File: config.mk
export PLATFORM = sky130hd
export DESIGN_NAME = uart_tx_slave
export DESIGN_NICKNAME = d
export VERILOG_FILES = /design/src/rtl/uart_tx_slave.sv
export SDC_FILE = /design/constraint.sdc
export NUM_CORES = 1
export LEC_CHECK = 0
export CORE_ASPECT_RATIO = 1.2
export CORE_MARGIN = 4
export CORE_UTILIZATION = 46
export CTS_CLUSTER_DIAMETER = 40
export DETAILED_ROUTE_END_ITERATION = 16
export PLACE_DENSITY = 0.67
export SYNTH_ARGS = -nofsm -noshare
export SYNTH_HDL_FRONTEND = slang
export SYNTH_SLANG_ARGS = --single-unit
File: constraint.sdc
create_clock -name clk -period 4.85 [get_ports clk]
set_input_delay 0.97 -clock clk [delete_from_list [all_inputs] [get_ports clk]]
set_output_delay 0.97 -clock clk [all_outputs]
set_load 0.05 [all_outputs]
File: src/rtl/uart_tx_slave.sv
// rtl/uart_tx_slave.sv - memory-mapped 8N1 UART transmitter with TX FIFO on the data-side bus
module uart_tx_slave #(
  parameter int          FIFO_DEPTH  = 8,
  parameter logic [15:0] DEFAULT_DIV = 16'd433
) (
  input  logic        clk,
  input  logic        reset,
  input  logic        conf_en,
  input  logic [3:0]  conf_wen,
  input  logic [31:0] conf_addr,
  input  logic [31:0] conf_wdata,
  output logic [31:0] conf_rdata,
  output logic        uart_txd,
  output logic        tx_irq
);

  localparam int AW = $clog2(FIFO_DEPTH);
  localparam int CW = AW + 1;

  typedef enum logic [1:0] {S_IDLE, S_START, S_DATA, S_STOP} state_t;

  state_t          state, state_next;
  logic [15:0]     bitcnt, bitcnt_next;
  logic [2:0]      idx, idx_next;
  logic [7:0]      shift, shift_next;
  logic            txd_next;
  logic            pop;

  logic [7:0]      mem [FIFO_DEPTH];
  logic [AW-1:0]   wptr, rptr;
  logic [CW-1:0]   count, count_next;
  logic            full, empty;
  logic            push_req, push_ok;

  logic [15:0]     div;
  logic            ie, ie_next;
  logic            ovf;
  logic [1:0]      reg_sel;
  logic            wr_fire, rd_fire;
  logic [31:0]     status;

  logic            unused_bits;
  assign unused_bits = ^{conf_addr[31:4], conf_addr[1:0], conf_wdata[31:16], conf_wen[3:2]};

  assign reg_sel  = conf_addr[3:2];
  assign wr_fire  = conf_en && (|conf_wen);
  assign rd_fire  = conf_en && (conf_wen == 4'b0000);
  assign full     = (count == CW'(FIFO_DEPTH));
  assign empty    = (count == '0);
  assign push_req = wr_fire && (reg_sel == 2'd0) && conf_wen[0];
  // a push against a full FIFO still lands if the FSM frees a slot on the same edge
  assign push_ok  = push_req && (!full || pop);
  assign status   = {20'b0, 4'(count), 3'b0, ie, ovf, (state != S_IDLE), empty, full};

  // next FIFO occupancy and interrupt enable, shared by the registers and the irq flop
  always_comb begin
    count_next = count;
    case ({push_ok, pop})
      2'b10:   count_next = count + CW'(1);
      2'b01:   count_next = count - CW'(1);
      default: count_next = count;
    endcase
    ie_next = ie;
    if (wr_fire && (reg_sel == 2'd1) && conf_wen[0]) ie_next = conf_wdata[4];
  end

  // TX sequencing: every bit lasts div+1 cycles, reloading from the live divisor at each boundary
  always_comb begin
    state_next  = state;
    bitcnt_next = bitcnt;
    idx_next    = idx;
    shift_next  = shift;
    pop         = 1'b0;
    case (state)
      S_IDLE: begin
        if (!empty) begin
          pop         = 1'b1;
          shift_next  = mem[rptr];
          bitcnt_next = div;
          state_next  = S_START;
        end
      end
      S_START: begin
        if (bitcnt == 16'd0) begin
          bitcnt_next = div;
          idx_next    = 3'd0;
          state_next  = S_DATA;
        end else begin
          bitcnt_next = bitcnt - 16'd1;
        end
      end
      S_DATA: begin
        if (bitcnt == 16'd0) begin
          bitcnt_next = div;
          if (idx == 3'd7) begin
            state_next = S_STOP;
          end else begin
            shift_next = {1'b0, shift[7:1]};
            idx_next   = idx + 3'd1;
          end
        end else begin
          bitcnt_next = bitcnt - 16'd1;
        end
      end
      S_STOP: begin
        if (bitcnt == 16'd0) begin
          if (!empty) begin
            pop         = 1'b1;
            shift_next  = mem[rptr];
            bitcnt_next = div;
            state_next  = S_START;
          end else begin
            state_next  = S_IDLE;
          end
        end else begin
          bitcnt_next = bitcnt - 16'd1;
        end
      end
      default: state_next = S_IDLE;
    endcase
    case (state_next)
      S_START: txd_next = 1'b0;
      S_DATA:  txd_next = shift_next[0];
      default: txd_next = 1'b1;
    endcase
  end

  // FSM state, shifter, serial line and interrupt flops
  always_ff @(posedge clk or negedge reset) begin
    if (!reset) begin
      state    <= S_IDLE;
      bitcnt   <= '0;
      idx      <= '0;
      shift    <= '0;
      uart_txd <= 1'b1;
      tx_irq   <= 1'b0;
    end else begin
      state    <= state_next;
      bitcnt   <= bitcnt_next;
      idx      <= idx_next;
      shift    <= shift_next;
      uart_txd <= txd_next;
      tx_irq   <= (state_next == S_IDLE) && (count_next == '0) && ie_next;
    end
  end

  // FIFO storage; contents are don't-care while empty so no reset is needed
  always_ff @(posedge clk) begin
    if (push_ok) mem[wptr] <= conf_wdata[7:0];
  end

  // FIFO pointers and occupancy
  always_ff @(posedge clk or negedge reset) begin
    if (!reset) begin
      wptr  <= '0;
      rptr  <= '0;
      count <= '0;
    end else begin
      if (push_ok) wptr <= wptr + AW'(1);
      if (pop)     rptr <= rptr + AW'(1);
      count <= count_next;
    end
  end

  // control registers: divisor bytes, interrupt enable, sticky overflow
  always_ff @(posedge clk or negedge reset) begin
    if (!reset) begin
      div <= DEFAULT_DIV;
      ie  <= 1'b0;
      ovf <= 1'b0;
    end else begin
      ie <= ie_next;
      if (push_req && full && !pop) begin
        ovf <= 1'b1;
      end else if (wr_fire && (reg_sel == 2'd1) && conf_wen[0] && conf_wdata[3]) begin
        ovf <= 1'b0;
      end
      if (wr_fire && (reg_sel == 2'd2)) begin
        if (conf_wen[0]) div[7:0]  <= conf_wdata[7:0];
        if (conf_wen[1]) div[15:8] <= conf_wdata[15:8];
      end
    end
  end

  // registered read data reflecting state before the sampling edge; holds when not read
  always_ff @(posedge clk or negedge reset) begin
    if (!reset) begin
      conf_rdata <= '0;
    end else if (rd_fire) begin
      case (reg_sel)
        2'd1:    conf_rdata <= status;
        2'd2:    conf_rdata <= {16'b0, div};
        default: conf_rdata <= 32'b0;
      endcase
    end
  end

endmodule

# After elaboration in Yosys (flattened, before gate mapping)
# Memory sizes are Yosys's and may differ from the RTL's.
# Index checks and enable logic that the tools add are counted.
totals:
  regBits: 91
  ram_bits: 64
  mem_count: 1
classes:
  addsub: 6
  eq_ne: 15
  n_mux: 31
  n_reduce_logical: 33
memory_table:
  columns: ["name", "words", "word_bits", "read_ports", "rd_clocked_by_memory_dff", "wr", "line_no", "source"]
  rows:
  - ["mem", 8, 8, 1, 0, 1, "29", "logic [7:0] mem [FIFO_DEPTH];"]
op_table:
  columns: ["op", "count"]
  rows:
  - ["16-bit two-way mux", 3]
  - ["16-bit one-hot mux with 3 select lines", 1]
  - ["8-bit two-way mux", 4]
  - ["16-bit one-hot mux with 2 select lines", 1]
  - ["8-bit one-hot mux with 3 select lines", 1]
  - ["16-bit logical NOT", 1]
  - ["16-bit by 1-bit subtractor with 16-bit output (second input constant)", 1]
  - ["1-bit logical AND", 13]
  - ["4-bit logical NOT", 3]
  - ["2-bit equality test (second input constant)", 5]
  - ["2-bit two-way mux", 5]
  - ["3-bit by 1-bit adder with 3-bit output (second input constant)", 3]
  - ["3-bit two-way mux", 3]
  - ["2-bit by 1-bit equality test with 1-bit output (second input constant)", 4]
  - ["1-bit two-way mux", 8]
  - ["2-bit != test (second input constant)", 4]
  - ["2-bit one-hot mux with 4 select lines", 1]
  - ["4-bit one-hot mux with 2 select lines", 1]
  - ["4-bit AND reduction", 2]
  - ["2-bit logical NOT", 3]
  - ["3-bit one-hot mux with 2 select lines", 1]
  - ["2-bit nonzero test", 3]
  - ["4-bit by 1-bit adder with 4-bit output (second input constant)", 1]
  - ["4-bit equality test (second input constant)", 1]
  - ["other kinds (9)", 12]

# Longest topological paths before layout
# Gate-level depths: netlist (run 1).
logic_depth:
  ltp_word: 11
  ltp_mapped: 17

# Least setup slack after synthesis (run 1)
# OpenSTA, ideal clock, no wires.
synth_timing:
  kind: "flip-flop to flip-flop"
  startpoint: "register bitcnt[0]"
  endpoint: "register tx_irq"
  arrival_ps: 3275
  required_time_ps: 4770
  setup_slack_ps: 1494
  path_stages_with_launch: 18
  path_cell_list: "dfrtp_1 -> inv_1 -> ha_1 -> nor4b_4 -> a41oi_1 -> o21ai_0 -> and4_1 -> inv_1 -> ha_1 -> clkbuf_1 -> xor2_1 -> ha_1 -> a21oi_1 -> xnor2_1 -> nand2b_1 -> xnor2_1 -> or3_1 -> nor3_2"
synth_via:
  elab_chain_cells: 10
synth_lines:
  columns: ["item", "line_no", "source"]
  rows:
  - ["start: declaration", "23", "logic [15:0] bitcnt, bitcnt_next;"]
  - ["start signal: assignment", "139", "bitcnt <= bitcnt_next;"]
  - ["16-bit logical NOT (*)", "106", "if (bitcnt == 16'd0) begin"]
  - ["1-bit two-way mux (*)", "106", null]
  - ["1-bit one-hot mux with 2 select lines (*)", "74", "case (state)"]
  - ["1-bit logical OR", "52", "assign push_ok = push_req && (!full || pop);"]
  - ["1-bit logical AND", "52", null]
  - ["2-bit by 1-bit equality test with 1-bit output / 2-bit equality test (equally long branches)", "58", "case ({push_ok, pop})"]
  - ["4-bit one-hot mux with 2 select lines (*)", "58", null]
  - ["net count_next[2]", "31", "logic [CW-1:0] count, count_next;"]
  - ["4-bit logical NOT (*)", "143", "tx_irq <= (state_next == S_IDLE) && (count_next == '0) && ie_next;"]
  - ["1-bit logical AND (*) (2 in series)", "143", null]
  - ["end signal: assignment", "143", null]
  - ["end: declaration", "14", "output logic tx_irq"]
# The timed path passes the listed nets; every way through them passes the cells marked *.
# A chain may end at the register's enable or synchronous reset.

# Worst setup path in the final report (run 1)
# Same ends and word-level chain as after synthesis.

==> results.yml, run 1 <==
outcome:
  outcome: "completed"
grt:
  track_usage_pct: 18.63
  grt_max_degree: 76
  grt_overflow: 0
  grt_pass1_vias: 4740
  grt_antenna_before_repair: 0
  grt_pass1_wl_mm: 24.72
setup_path:
  cp.required_ns: 5.20
  critical_path.max_stage_delay_ns: 0.41
  worstPathArrival_ns: 4.21
  crit_top_cell: "ha_1"
  crit_path_top_delay_cell: "dfrtp_1"
  end_kind: "register"
  startpoint_type: "register"
  path_cells: "inv_1, ha_1, nor4b_4, a41oi_1, o21ai_0, and4_1, inv_1, ha_1, xor2_1, ha_1, a21oi_1, xnor2_1, nand2b_1, xnor2_1, or3_1, nor3_2"
  path_max_fanout: 7
  rrSetupSlack_ns: 0.99
  crit_type: "register to register"
detailed_routing:
  drt-initial-drc-count: 448
  drcViolationCount: 0
  vias: 4692
  detail-route-antenna-nets: 0
  drt-pass1-iter-count: 5
  wl_per_cell_um: 18.28
  vias_per_cell: 5.687
  routed_wl_mm: 15.08
final_layout:
  num_antenna_cells: 0
  nets: 697
  multi_input_area_mm2: 0.002889
  drive_gt1_share_pct: 17.07
  regArea_mm2: 0.003806
  final_core_util_pct: 53.67
  fill_cells: 1256
  stdcell_count: 825
  area_delta_synth_final_pct: 15.06
power_and_ir_drop:
  ir_drop_v: 0.0003133
  p_per_area_mw_per_mm2: 569.5
  p_leak_nw: 3.089
synthesis:
  syn_area_mm2: 0.006978
  synth_top_family_by_area: "compound AO/OA/AOI/OAI gates"
  synthFlopType: "dfrtp_1"
  ys_types: 65
  netlist.area_leader.share_pct: 27.54
  ys_seq_area_share_pct: 54.55
  synth_edf_count: 64
  post_synth.cell_area_avg_um2: 12.14
  synth_area_leader_cell: "edfxtp_1"
  async_flop_share_pct: 53.96
  synth_warnings: 0
  synthAdderAreaFrac_pct: 3.048
  muxShareOfSynthArea_pct: 11.14
  synth-xor-area-share_pct: 2.008
  yosys-top-cells-area: "edfxtp_1 (28%), dfrtp_1 (25%), mux4_2 (5.2%)"
  synth-compound-area-share_pct: 13.72
  synth-simple-area-share_pct: 10.54
  synthCells: 575
  synth_seq_cells: 139
die:
  start_util_pct: 46.65
  die_area_mm2: 0.01721
  fp.dieH_um: 142.9
  core-area_mm2: 0.01496
  die_x_um: 120.4
  pin_count: 105
  num_rows: 49
placement:
  post-place-cells: 794
  globalplace.congestion: 0.8442
  pre_cts_ws_ns: 0.9545
  dp_hpwl_mm: 10.64
  portBuffers: 42
clock_network:
  clockBufferDepth: 2
  cts.sinks: 139
  worstSkewPairLatency_ns: 0.43
  cts-root-buf: "clkbuf_16"
  cts_tree: "built"
  numCtsBuffers: 17
  htreeDepth: 4
  postCtsHoldBufs: 0
  clkTransAtPathRegs_ns: 0.06
  post_cts.repair.setup_buffers: 0
  cts_resized: 0
sta:
  tightest_slew_ns: 1.092
  slew_headroom_pct: 27.21
  maxSlewViolCount: 0
  period_minus_slack_ns: 3.859
  fmax_mhz: 259.1
  rsz0062_at_grt: "no"
  setup_viol: 0
  hold_viol: 0
  fin_ws_ns: 0.9909
  setup_tns_ns: 0
  final.setup_skew_ns: 0.009255
  period_share_pct: 79.57
worst_hold_path:
  hold_class: "register to register"
flow_run:
  cap_violations: 0
Yosys cell counts (3+ instances only):
| library cell | count |
|---|---|
| nand4_1 | 3 |
| dfrtp_1 | 69 |
| mux2i_1 | 18 |
| o22ai_1 | 12 |
| a31oi_1 | 4 |
| o2bb2ai_1 | 4 |
| mux4_2 | 16 |
| nor2_1 | 15 |
| clkbuf_1 | 21 |
| xor2_1 | 6 |
| dfstp_2 | 6 |
| nand2_1 | 64 |
| o211ai_1 | 3 |
| buf_2 | 9 |
| or3_1 | 3 |
| edfxtp_1 | 64 |
| a21o_1 | 6 |
| nor3b_1 | 4 |
| o21ai_0 | 41 |
| o221a_2 | 4 |
| ha_1 | 17 |
| a22oi_1 | 12 |
| a22o_1 | 9 |
| nor4_1 | 4 |
| a32oi_1 | 3 |
| o21a_1 | 5 |
| xnor2_1 | 10 |
| mux2_2 | 21 |
| nor3_1 | 9 |
| inv_1 | 12 |
| a21oi_1 | 27 |
| nand3_1 | 12 |
| buf_4 | 20 |
| o31ai_1 | 3 |
final timing paths:
check / startpoint / end / depth (start not counted)
setup reg to reg: bitcnt[0] / tx_irq / 16
setup / recovery: bitcnt[0] / tx_irq / 16
min in group asynchronous: reset / wptr[1] / 1
max in group asynchronous: reset / idx[2] / 1
hold reg to reg: conf_rdata[8] / conf_rdata[8] / 2
hold / removal: conf_rdata[8] / conf_rdata[8] / 2
final cells by class:
type / instances / share of cell area [%]
clock inverters: 14 / 1.200
multi-input cells: 384 / 35.98
inverters: 13 / 0.6078
repair buffers: 54 / 6.327
well taps: 204 / 3.179
flip-flops and latches: 139 / 47.41
clock buffers: 17 / 5.298
report_power, final:
group	leakage, nW	switching, mW	internal (mW)	total, mW
Combinational	1.31	0.880	0.753	1.63
Clock	0.246	0.497	0.648	1.14
Sequential	1.53	0.350	1.45	1.80
critical path: cells and delay by family (launching register included):
kind | cells | cell delay [ns]
AND/OR/NAND/NOR | 5 | 1.20
flip-flops | 1 | 0.41
XOR/XNOR | 3 | 0.43
adder cells (fa/ha/maj) | 3 | 0.68
AO/OA/AOI/OAI | 3 | 0.73
buffers and inverters | 2 | 0.32
state kept, by name, summed over array words and instances (netlist names):
name and cells:
conf_rdata 16, wptr 3, div 16, idx 3, ie 1, uart_txd 1, tx_irq 1, ovf 1
state 2, mem 64, bitcnt 16, count 4, shift 8, rptr 3
routing by layer:
metal / wire length, um / GRT usage (%) / share of wire, %
met5: 0 / 0 / 0
met4: 444 / 8.473 / 2.9
met3: 708 / 4.635 / 4.7
met2: 7835 / 31.85 / 52
met1: 6089 / 22.30 / 40
layout by cell type (no fill, tap or decap), types with 13 or more instances in the layout:
cell	n
mux2_2	21
nor2_1	15
dfrtp_1	69
a21oi_1	27
o21ai_0	41
buf_4	13
clkdlybuf4s50_1	41
conb_1	16
ha_1	17
clkbuf_16	17
edfxtp_1	64
mux4_2	16
nand2_1	64
mux2i_1	18
metrics by stage:
stage                     hold slack, ns  power, mW  cell area, um2
final                             0.4830      4.573            8029
after global routing              0.4953      4.858            8029
after CTS                         0.4868      4.599            8029
after detailed placement          0.4730      3.448            7507
after global placement            0.4634      3.373            7507
after floorplan                   0.4662      3.031            7034
cell families after synthesis:
logic type	count (synthesis)
other cells	1
mux	55
fa+ha+maj	17
compound gates	143
simple gates	137
flops	139
buf+inv	67
xor+xnor	16
Power figures use the tool's default switching activity.
==> run 2: changes to the inputs <==
--- a/config.mk
+++ b/config.mk
@@ -10,7 +10,7 @@
 export CORE_UTILIZATION = 46
 export CTS_CLUSTER_DIAMETER = 40
 export DETAILED_ROUTE_END_ITERATION = 16
-export PLACE_DENSITY = 0.67
+export PLACE_DENSITY = 0.69
 export SYNTH_ARGS = -nofsm -noshare
 export SYNTH_HDL_FRONTEND = slang
 export SYNTH_SLANG_ARGS = --single-unit
==> constraint.sdc (replaced) <==
create_clock -name clk -period 3.15 [get_ports clk]
set_input_delay 0.63 -clock clk [delete_from_list [all_inputs] [get_ports clk]]
set_output_delay 0.63 -clock clk [all_outputs]
set_load 0.05 [all_outputs]
==> results.yml, run 2 (same netlist as run 1, synthesis figures left out) <==
detailed_routing:
  wl_per_cell_um: 18.10
  drt-initial-drc-count: 256
  detail-route-antenna-nets: 0
  drcViolationCount: 0
  vias: 4893
  drt-pass1-iter-count: 5
  vias_per_cell: 5.650
  routed_wl_mm: 15.67
clock_network:
  clockBufferDepth: 2
  cts-root-buf: "clkbuf_16"
  cts.sinks: 139
  htreeDepth: 4
  numCtsBuffers: 17
  worstSkewPairLatency_ns: 0.43
  cts_tree: "built"
  clkTransAtPathRegs_ns: 0.06
  postCtsHoldBufs: 0
sta:
  fmax_mhz: 322.2
  rsz0062_at_grt: "yes"
  setup_viol: 0
  slew_headroom_pct: 35.89
  tightest_slew_ns: 0.9616
  final.setup_skew_ns: 0.006084
  period_minus_slack_ns: 3.104
  maxSlewViolCount: 0
  hold_viol: 0
  period_share_pct: 98.53
  setup_tns_ns: 0
grt:
  grt_antenna_before_repair: 0
  grt_overflow: 0
  top_usage_layer: "met2"
  track_usage_pct: 19.30
  grt_pass1_wl_mm: 25.75
  use_met1_pct: 22.34
  grt_pass1_vias: 5060
  grt_util_met2_pct: 34.59
  grt_max_degree: 76
  use_met3_pct: 3.962
die:
  start_util_pct: 46.65
  fp.dieH_um: 142.9
  pin_count: 105
  die_area_mm2: 0.01721
  core-area_mm2: 0.01496
  num_rows: 49
  die_x_um: 120.4
setup_path:
  path_max_fanout: 3
  crit_path_top_delay_cell: "or3_4"
  startpoint_type: "register"
  rr_endpoint: "tx_irq"
  reg2regPathDepth: 14
  r2r_start: "bitcnt[0]"
  critical_path.max_stage_delay_ns: 0.47
  path_cells: "inv_2, ha_1, nor4b_4, a41oi_2, or3_4, inv_4, ha_4, xor2_1, ha_1, mux2_2, nor2_2, nand2_1, or3_4, nor3_2"
  cp.required_ns: 3.50
  rrSetupSlack_ns: 0.05
  crit_type: "register to register"
  worstPathArrival_ns: 3.45
  end_kind: "register"
final_layout:
  final_common_cell: "dfrtp_1"
  mostFrequentLayoutCells: "dfrtp_1 (69), nand2_1 (64), edfxtp_1 (64)"
  nets: 738
  multi_input_area_mm2: 0.002937
  area_delta_synth_final_pct: 20.94
  largest_reg_flops: 64
  num_antenna_cells: 0
  largest_register: "mem"
  fill_cells: 1272
  regArea_mm2: 0.003806
  final_core_util_pct: 56.42
  drive_gt1_share_pct: 23.72
flow_run:
  cap_violations: 0
worst_hold_path:
  hold_class: "primary input to async pin"
power_and_ir_drop:
  p_leak_nw: 3.328
  p_per_area_mw_per_mm2: 902.7
  ir_drop_v: 0.0004880
outcome:
  outcome: "completed"
placement:
  portBuffers: 42
  dp_hpwl_mm: 11.29
  globalplace.congestion: 0.8626
==> run 2: cell types whose count changed in the layout (fill, tap and decap cells not counted), moves of 3 or more <==
cell	change
inv_1	-4
clkinv_4	+3
buf_4	+41
clkinvlp_4	-4
==> run 2: through the flow <==
stage	std cells	setup WS, ns	hold slack (ns)	area [um2]	power [mW]
2_1_floorplan	590	-0.02292	0.3344	7072	4.711
3_3_place_gp	833	0.001549	0.4630	7821	5.531
3_5_place_dp	833	-0.02875	0.4746	7821	5.650
4_1_cts	865	0.005159	0.3920	8409	7.618
5_1_grt	866	-0.09943	0.4354	8439	8.080
6_report	866	0.04626	0.3589	8439	7.618
==> run 2: timing repair <==
item                                    4_1_cts  5_1_grt
resized for setup                             1        7
pin swaps                                     2        6
endpoints found under the setup margin        1        1
setup buffers                                 1        1
==> run 2: worst max-delay path: cells and delay by family (launching register included) <==
| family | cells | cell delay [ns] |
|---|---|---|
| xor+xnor | 1 | 0.15 |
| mux | 1 | 0.28 |
| simple gates | 6 | 1.32 |
| buf+inv | 2 | 0.14 |
| compound gates | 1 | 0.23 |
| fa+ha+maj | 3 | 0.53 |
| flops | 1 | 0.39 |
==> run 2: area by class of cell <==
class,count,share of cell area [%]
multi-input combinational,384,34.80
timing repair buffer,95,9.666
clock buffer,18,5.085
clock inverter,13,1.690
inverter,13,0.6375
sequential,139,45.10
tap,204,3.024
==> run 2: worst max-delay path by stage <==
stage | startpoint | end | slack (ns) | depth (start not counted)
2_1_floorplan | bitcnt[0] | tx_irq | -0.02 | 17
3_3_place_gp | conf_addr[2] | tx_irq | 0.002 | 13
3_5_place_dp | conf_addr[2] | tx_irq | -0.03 | 14
4_1_cts | bitcnt[1] | tx_irq | 0.005 | 15
5_1_grt | bitcnt[0] | tx_irq | -0.1 | 14
6_report | bitcnt[0] | tx_irq | 0.05 | 14
==> run 2: where the power goes <==
group	leakage [nW]	switching, mW	internal (mW)
Clock	0.279	0.769	1.17
Combinational	1.52	1.60	1.44
Sequential	1.53	0.412	2.23
==> run 2: metal layers <==
layer | up-vias | wire length [um]
li1 | 2266 | -
met1 | 2474 | 6242
met2 | 124 | 8375
met3 | 29 | 642
met4 | 0 | 411
met5 | - | 0
==> run 3: changes to the inputs <==
--- a/config.mk
+++ b/config.mk
@@ -6,11 +6,10 @@
 export NUM_CORES = 1
 export LEC_CHECK = 0
 export CORE_ASPECT_RATIO = 1.2
-export CORE_MARGIN = 4
-export CORE_UTILIZATION = 46
+export CORE_UTILIZATION = 49
 export CTS_CLUSTER_DIAMETER = 40
 export DETAILED_ROUTE_END_ITERATION = 16
-export PLACE_DENSITY = 0.69
+export PLACE_DENSITY = 0.73
 export SYNTH_ARGS = -nofsm -noshare
 export SYNTH_HDL_FRONTEND = slang
 export SYNTH_SLANG_ARGS = --single-unit
==> results.yml, run 3 (same netlist as run 1, synthesis figures left out) <==
sta:
  hold_viol: 0
  whs_ns: 0.3451
  fin_ws_ns: -0.03462
  fmax_mhz: 314.0
  period_share_pct: 101.1
  slew_headroom_pct: 36.59
  final.setup_skew_ns: 0.006776
  maxSlewViolCount: 0
  rsz0062_at_grt: "yes"
  period_minus_slack_ns: 3.185
  tightest_slew_ns: 0.9511
  setup_viol: 1
die:
  pin_count: 105
  core-area_mm2: 0.01382
  die_area_mm2: 0.01472
  fp.dieH_um: 132.7
  start_util_pct: 50.49
  die_x_um: 110.9
  num_rows: 47
grt:
  track_usage_pct: 23.50
  grt_util_met2_pct: 42.65
  use_met1_pct: 26.93
  use_met3_pct: 4.581
  grt_antenna_before_repair: 0
  grt_max_degree: 76
  grt_overflow: 0
  grt_pass1_wl_mm: 26.66
  top_usage_layer: "met2"
  grt_pass1_vias: 5148
placement:
  dp_hpwl_mm: 10.91
  portBuffers: 42
  place_area_mm2: 0.007757
  post-place-cells: 797
  globalplace.congestion: 0.8406
setup_path:
  crit_type: "register to register"
  end_kind: "register"
  path_cells: "inv_2, ha_4, nor4b_4, a41oi_2, or3_4, inv_4, ha_4, xor2_4, ha_4, mux2_4, nor2_2, nand2_1, or3_4, nor3_2"
  critical_path.max_stage_delay_ns: 0.45
  path_depth: 14
  startpoint_type: "register"
  cp.required_ns: 3.50
  worstPathArrival_ns: 3.53
  path_buf_inv: 2
  crit_top_cell: "ha_4"
  path_max_fanout: 3
  critPathTopFamily: "simple AND/OR/NAND/NOR gates"
  crit_path_top_delay_cell: "or3_4"
  reg2regPathDepth: 14
detailed_routing:
  wl_per_cell_um: 19.35
  vias_per_cell: 5.953
  vias: 4953
  detail-route-antenna-nets: 0
  routed_wl_mm: 16.10
  drcViolationCount: 0
  drt-pass1-iter-count: 5
  drt-initial-drc-count: 357
outcome:
  outcome: "complete, but fails checks"
  violations: "setup timing"
power_and_ir_drop:
  ir_drop_v: 0.0005161
  p_leak_nw: 3.349
  p_per_area_mw_per_mm2: 930.4
  finalPower_mw: 7.888
final_layout:
  multi_input_area_mm2: 0.002992
  nets: 737
  fill_cells: 1072
  largest_register: "mem"
  regArea_mm2: 0.003806
  final_common_cell: "dfrtp_1"
  drive_gt1_share_pct: 24.05
  area_delta_synth_final_pct: 21.50
  num_antenna_cells: 0
  final_core_util_pct: 61.35
  mostFrequentLayoutCells: "dfrtp_1 (69), nand2_1 (64), edfxtp_1 (64)"
  stdcell_count: 832
  post-route-cell-area_mm2: 0.008478
  largest_reg_flops: 64
worst_hold_path:
  hold_class: "primary input to async pin"
clock_network:
  cts.sinks: 139
  htreeDepth: 4
  postCtsHoldBufs: 0
  clockBufferDepth: 2
  clkTransAtPathRegs_ns: 0.06
  numCtsBuffers: 17
  worstSkewPairLatency_ns: 0.42
  cts-root-buf: "clkbuf_16"
  cts_tree: "built"
flow_run:
  cap_violations: 0
-- run 3: worst paths after layout --
check | start | to | slack, ns
max reg2reg | bitcnt[1] | tx_irq | -0.03
max in group asynchronous | reset | idx[2] | 2.17
min | reset | conf_rdata[11] | 0.35
min reg2reg | conf_rdata[4] | conf_rdata[4] | 0.48
max | bitcnt[1] | tx_irq | -0.03
min in group clk | conf_rdata[4] | conf_rdata[4] | 0.48
-- run 3: where the power goes --
group | switching [mW] | internal, mW | leakage (nW) | total (mW)
combinational | 1.69 | 1.51 | 1.53 | 3.20
sequential | 0.405 | 2.23 | 1.53 | 2.63
clock | 0.743 | 1.31 | 0.291 | 2.05
-- run 3: routing by layer --
metal	wire length, um	share of wire [%]
met5	0	0
met4	415	2.6
met3	753	4.7
met2	8704	54
met1	6226	39
-- run 3: what timing repair did --
item	CTS	global route
pin swaps	8	12
setup buffers	3	1
gates resized for setup	5	11
endpoints found under the setup margin	1	1
-- run 3: area by class of cell --
cell class | instances | share of cell area, %
multi-input combinational | 384 | 35.29
clock buffer | 18 | 5.062
inverter | 13 | 0.6346
clock inverter | 13 | 2.066
sequential | 139 | 44.89
timing repair buffer | 94 | 9.534
tap | 171 | 2.524
-- run 3: stage by stage --
step                      setup TNS [ns]  setup WS (ns)
after floorplan                 -0.02292       -0.02292
after global placement                 0        0.02574
after detailed placement        -0.04384       -0.04384
after CTS                      -0.002543      -0.002543
after global routing             -0.1805        -0.1805
final                           -0.03462       -0.03462
